## config.mk

```make
export PLATFORM = sky130hd
export DESIGN_NAME = uart_rx_fifo
export DESIGN_NICKNAME = d
export VERILOG_FILES = /design/src/rtl/uart_rx_fifo.sv
export SDC_FILE = /design/constraint.sdc
export NUM_CORES = 1
export LEC_CHECK = 0
export ABC_AREA = 1
export BUFFER_PORTS_ARGS = -buffer_cell sky130_fd_sc_hd__buf_2
export CAP_MARGIN = 30
export CORE_MARGIN = 2
export CORE_UTILIZATION = 40
export CTS_CLUSTER_DIAMETER = 80
export DETAILED_ROUTE_END_ITERATION = 7
export PLACE_DENSITY_LB_ADDON = 0.05
export SKIP_LAST_GASP = 1
export SYNTH_ARGS = -nofsm -noshare
export SYNTH_HDL_FRONTEND = slang
export SYNTH_SLANG_ARGS = --single-unit
```

## constraint.sdc

```tcl
create_clock -name clk_i -period 3.8 [get_ports clk_i]
set_input_delay 0.19 -clock clk_i [delete_from_list [all_inputs] [get_ports clk_i]]
set_output_delay 0.19 -clock clk_i [all_outputs]
set_load 0.03 [all_outputs]
```

## src/rtl/uart_rx_fifo.sv

```systemverilog
// 8N1 UART receiver feeding a first-word-fall-through byte FIFO with a valid/ready output.
// Frame errors and FIFO overruns are reported as single-cycle pulses.
module uart_rx_fifo #(
   parameter int CLK_FREQ   = 25_000_000,
   parameter int BAUDRATE   = 115200,
   parameter int FIFO_DEPTH = 16
) (
   input  logic                          clk_i,
   input  logic                          rst_i,
   input  logic                          rx_i,
   output logic [7:0]                    data_o,
   output logic                          valid_o,
   input  logic                          ready_i,
   output logic [$clog2(FIFO_DEPTH):0]   count_o,
   output logic                          frame_err_o,
   output logic                          overrun_o
);
   localparam int DIV  = (CLK_FREQ + BAUDRATE/2) / BAUDRATE;
   localparam int HALF = DIV / 2;
   localparam int CW   = $clog2(DIV + 1);
   localparam int PW   = $clog2(FIFO_DEPTH);
   localparam int NW   = PW + 1;

   typedef enum logic [1:0] {IDLE, START, DATA, STOP} state_t;

   state_t          state_q, state_d;
   logic [CW-1:0]   cnt_q, cnt_d;
   logic [2:0]      bit_q, bit_d;
   logic [7:0]      shift_q, shift_d;
   logic            rx_meta_q, rx_s_q;
   logic            frame_err_q, frame_err_d;
   logic            overrun_q, overrun_d;
   logic [PW-1:0]   wr_ptr_q, wr_ptr_d, rd_ptr_q, rd_ptr_d;
   logic [NW-1:0]   count_q, count_d;
   logic [7:0]      mem_q [FIFO_DEPTH];
   logic            push, pop, full, wr_en;

   always_comb begin
      state_d     = state_q;
      cnt_d       = cnt_q;
      bit_d       = bit_q;
      shift_d     = shift_q;
      frame_err_d = 1'b0;
      push        = 1'b0;
      case (state_q)
         IDLE: if (!rx_s_q) begin
            state_d = START;
            cnt_d   = '0;
         end
         START: if (cnt_q == CW'(HALF - 1)) begin
            cnt_d = '0;
            bit_d = '0;
            state_d = rx_s_q ? IDLE : DATA;
         end else cnt_d = cnt_q + CW'(1);
         DATA: if (cnt_q == CW'(DIV - 1)) begin
            cnt_d   = '0;
            shift_d = {rx_s_q, shift_q[7:1]};
            bit_d   = bit_q + 3'd1;
            if (bit_q == 3'd7) state_d = STOP;
         end else cnt_d = cnt_q + CW'(1);
         STOP: if (cnt_q == CW'(DIV - 1)) begin
            cnt_d       = '0;
            state_d     = IDLE;
            push        = rx_s_q;
            frame_err_d = !rx_s_q;
         end else cnt_d = cnt_q + CW'(1);
         default: state_d = IDLE;
      endcase
   end

   // A pop frees a slot in the same edge, so a full FIFO still accepts a push alongside it.
   always_comb begin
      pop       = (count_q != '0) && ready_i;
      full      = (count_q == NW'(FIFO_DEPTH));
      wr_en     = push && (!full || pop);
      overrun_d = push && full && !pop;
      wr_ptr_d  = wr_en ? wr_ptr_q + PW'(1) : wr_ptr_q;
      rd_ptr_d  = pop ? rd_ptr_q + PW'(1) : rd_ptr_q;
      count_d   = count_q + NW'(wr_en) - NW'(pop);
   end

   always_ff @(posedge clk_i) begin
      if (rst_i) begin
         rx_meta_q   <= 1'b1;
         rx_s_q      <= 1'b1;
         state_q     <= IDLE;
         cnt_q       <= '0;
         bit_q       <= '0;
         shift_q     <= '0;
         frame_err_q <= 1'b0;
         overrun_q   <= 1'b0;
         wr_ptr_q    <= '0;
         rd_ptr_q    <= '0;
         count_q     <= '0;
      end else begin
         rx_meta_q   <= rx_i;
         rx_s_q      <= rx_meta_q;
         state_q     <= state_d;
         cnt_q       <= cnt_d;
         bit_q       <= bit_d;
         shift_q     <= shift_d;
         frame_err_q <= frame_err_d;
         overrun_q   <= overrun_d;
         wr_ptr_q    <= wr_ptr_d;
         rd_ptr_q    <= rd_ptr_d;
         count_q     <= count_d;
      end
   end

   always_ff @(posedge clk_i) begin
      if (wr_en && !rst_i) mem_q[wr_ptr_q] <= shift_q;
   end

   assign valid_o     = (count_q != '0);
   assign data_o      = valid_o ? mem_q[rd_ptr_q] : 8'h00;
   assign count_o     = count_q;
   assign frame_err_o = frame_err_q;
   assign overrun_o   = overrun_q;
endmodule

```

==> results by group <==
Route
  – DR iter-0 viols: 508
  – Wirelength per Cell: 18.64 um
  – Initial DRT Pass Iterations: 4
  – Post-route DRC: 0
  – Vias after detailed routing: 4837
  – DR vias/cell: 5.263
  – Final wirelength: 17130 um
  – Final ANT Viol Nets: 0

Global route
  – Antenna violations before repair: 0
  – First-pass GRT wire length: 26450 um
  – Vias in the first global route: 4561
  – Largest net degree at the start of global routing: 65
  – Overflow after GRT: 0
  – GRT Overall Usage: 0.1934

Place
  – DP HPWL: 10510 um
  – Placer Congestion: 0.8357
  – Placed cells: 885
  – Port buffer count: 19

Logic synthesis
  – Synthesized area per cell: 10.72 um^2
  – Top cells by count, synth: edfxtp_1 (128), nand2_1 (115), nor2_1 (89), a21oi_1 (56), o21ai_0 (52)
  – Synth area leaders: edfxtp_1 (54%), dfxtp_1 (12%), nand2_1 (6.1%), nor2_1 (4.7%), a21oi_1 (3.9%)
  – EDFF count, synth: 128
  – Post-synth cell types: 33
  – Cells after Synth: 665
  – Most used DFF post-synth: edfxtp_1
  – Post-synthesis sequential area ratio: 0.6571
  – Post-synth net total: 685
  – FF+latch count, synth: 170
  – Leading area contributor after synthesis: edfxtp_1
  – Async SR Flop Fraction: 0
  – Synth warn: 0
  – Post-Syn Area: 7129 um^2
  – Most numerous cell in the Yosys netlist: edfxtp_1
  – Post-synth top area share: 0.5391

Setup path
  – Critical path's slowest cell: fa_1
  – Crit path arrival time: 3.23 ns
  – Max Fanout on Critical Path: 8
  – Crit end category: register
  – Worst endpoint required time: 4.16 ns
  – Crit-path max cell delay: 0.40 ns
  – Setup CP Type: reg2reg
  – Startpoint types: register
  – Crit-path cells: inv_1 > ha_1 > nor3b_1 > nand2_1 > nand2_1 > clkinv_1 > ha_1 > inv_1 > ha_1 > inv_1 > fa_1 > o31ai_1 > o21ai_0 > a21oi_1

Clock tree
  – TritonCTS buffer count: 17
  – Sink Count: 170
  – Root Buffer: clkbuf_16
  – H-Tree Depth: 4
  – Max clock buf depth: 2
  – TritonCTS clock tree: built
  – Latest clock arrival within the worst-skew pair: 0.43 ns
  – Reg clk slew, reported paths: 0.07 ns

Power and ir drop
  – Clk pwr share: 0.354
  – Flop pwr share: 0.422
  – Internal power component: 3.292 mW
  – Sw power: 1.582 mW
  – Peak supply drop: 0.0003583 V
  – Gate power share: 0.224
  – Sw frac: 0.3245
  – Pwr per Cell Area: 608.8 nW/um^2
  – LEAKAGE: 2.958 nW

Timing
  – Tcrit/Tclk final: 0.7533
  – Post-layout min period: 2.863 ns
  – Setup Viol. Count Final: 0
  – Fin Hold WS: 0.1678 ns
  – Final Hold Fails: 0
  – Slew @ Worst Pin: 0.9653 ns
  – Slew margin rel.: 0.3541
  – RSZ-0062 raised after global routing: no
  – Setup TNS: 0 ns
  – Layout Skew: 0.008709 ns
  – Final Max Tran Viols: 0
  – Peak Freq: 0.3493 GHz

Die
  – Die height: 137.5 um
  – Core area: 17360 um^2
  – Io pins: 20
  – Initial Utilization: 0.4108
  – # rows: 48
  – Die ar.: 18910 um^2
  – Width of the die: 137.5 um

Final layout
  – Layout cell share with drive strength beyond 1: 0.1052
  – ANT cells: 0
  – Layout Nets: 701
  – Area Overhead vs Synth: 12.30%
  – Fill cell count: 1618
  – Non-Filler Instances: 919

Run status
  – Status: complete, no violations

Worst hold path
  – HP Class: in2reg

Run
  – Max-cap violations: 0
worst max-delay path, delay by kind of cell (launching register included):
kind | cells | cell delay, ns
AOI/OAI and AO/OA | 3 | 0.57
adders and majority gates | 4 | 1.01
buffers and inverters | 4 | 0.37
DFF | 1 | 0.33
and+or+nand+nor | 3 | 0.49
power by group through the flow:
stage	clock [mW]	combinational, mW	sequential (mW)
detailed placement	0	1.10	2.10
global route	1.83	1.22	2.06
CTS	1.75	1.10	2.06
floorplan	0	0.729	2.13
finish	1.73	1.09	2.06
global placement	0	1.09	2.09
layout make-up:
cell class              count  area (um^2)  share of cell area
flip-flops and latches    170         4686              0.5852
multi-input cells         421         2123              0.2652
clock buffers              19        464.2             0.05798
well taps                 225        281.5             0.03516
inverters                  45        173.9             0.02172
repair buffers             26        150.1             0.01875
clock inverters            13        127.6             0.01594
registers in the layout, summed over array words and instances, names as in the netlist, named ones only:
register     cells
rd_ptr_q         4
wr_ptr_q         4
mem_q          128
state_q          1
count_o          5
cnt_q            8
bit_q            3
rx_s_q           1
shift_q          8
rx_meta_q        1
overrun_o        1
frame_err_o      1
routing by layer:
layer / up-vias / part of all wire / global-route usage / wire length, um
met5: - / 0 / 0 / 0
met4: 0 / 0.015 / 0.06300 / 257
met3: 18 / 0.038 / 0.03716 / 656
met2: 100 / 0.46 / 0.2949 / 7866
met1: 2371 / 0.49 / 0.2783 / 8350
li1: 2348 / - / - / -
stage by stage:
stage / power (mW) / util / instance area [um^2] / worst slack (ns)
finish: 4.874 / 0.4613 / 8006 / 0.9374
global route: 5.113 / 0.4613 / 8006 / 0.6252
floorplan: 2.858 / - / 7129 / 0.9107
CTS: 4.910 / 0.4609 / 7999 / 0.9461
global placement: 3.183 / 0.4262 / 7397 / 1.032
detailed placement: 3.194 / 0.4262 / 7397 / 0.9492
layout by cell type (no fill, tap or decap), types with 2 or more instances in the layout:
master / n
nand2_4: 2
o211ai_1: 8
nor2_4: 2
edfxtp_1: 128
clkinv_2: 2
clkinvlp_4: 2
buf_2: 19
nor3_1: 3
clkbuf_16: 18
inv_6: 6
nand3_1: 40
nor2_1: 89
buf_4: 6
ha_1: 15
a21oi_1: 56
dfxtp_1: 41
nor3b_1: 2
o21ai_0: 52
xor2_1: 2
inv_2: 2
o221ai_1: 8
inv_1: 41
nand2_1: 115
nand4_1: 5
clkinv_4: 2
or2_2: 2
o21ai_1: 2
o31ai_1: 10
nand2_2: 3
cell families after synthesis:
logic type / Yosys count / share of synthesized area
adder cells (fa/ha/maj): 16 / 0.02913
XOR/XNOR: 2 / 0.002457
flip-flops: 170 / 0.6571
AO/OA/AOI/OAI: 137 / 0.1072
AND/OR/NAND/NOR: 266 / 0.1590
buffers and inverters: 74 / 0.04510
worst paths after layout:
check / from / endpoint / slack [ns] / depth (start not counted)
max: count_o[3]$_SDFF_PP0_ / count_o[4]$_SDFF_PP0_ / 0.94 / 14
min reg2reg: rx_meta_q$_SDFF_PP1_ / rx_s_q$_SDFF_PP1_ / 0.42 / 1
max reg2reg: count_o[3]$_SDFF_PP0_ / count_o[4]$_SDFF_PP0_ / 0.94 / 14
min: ready_i / overrun_o$_SDFF_PP0_ / 0.17 / 4
timing repair:
action                    4_1_cts  5_1_grt
hold buffers                    1        0
gates resized for setup         0        0
hold endpoints to repair        1        0
buffers inserted                0        0
Note: power is estimated with default switching activity, not from simulation.
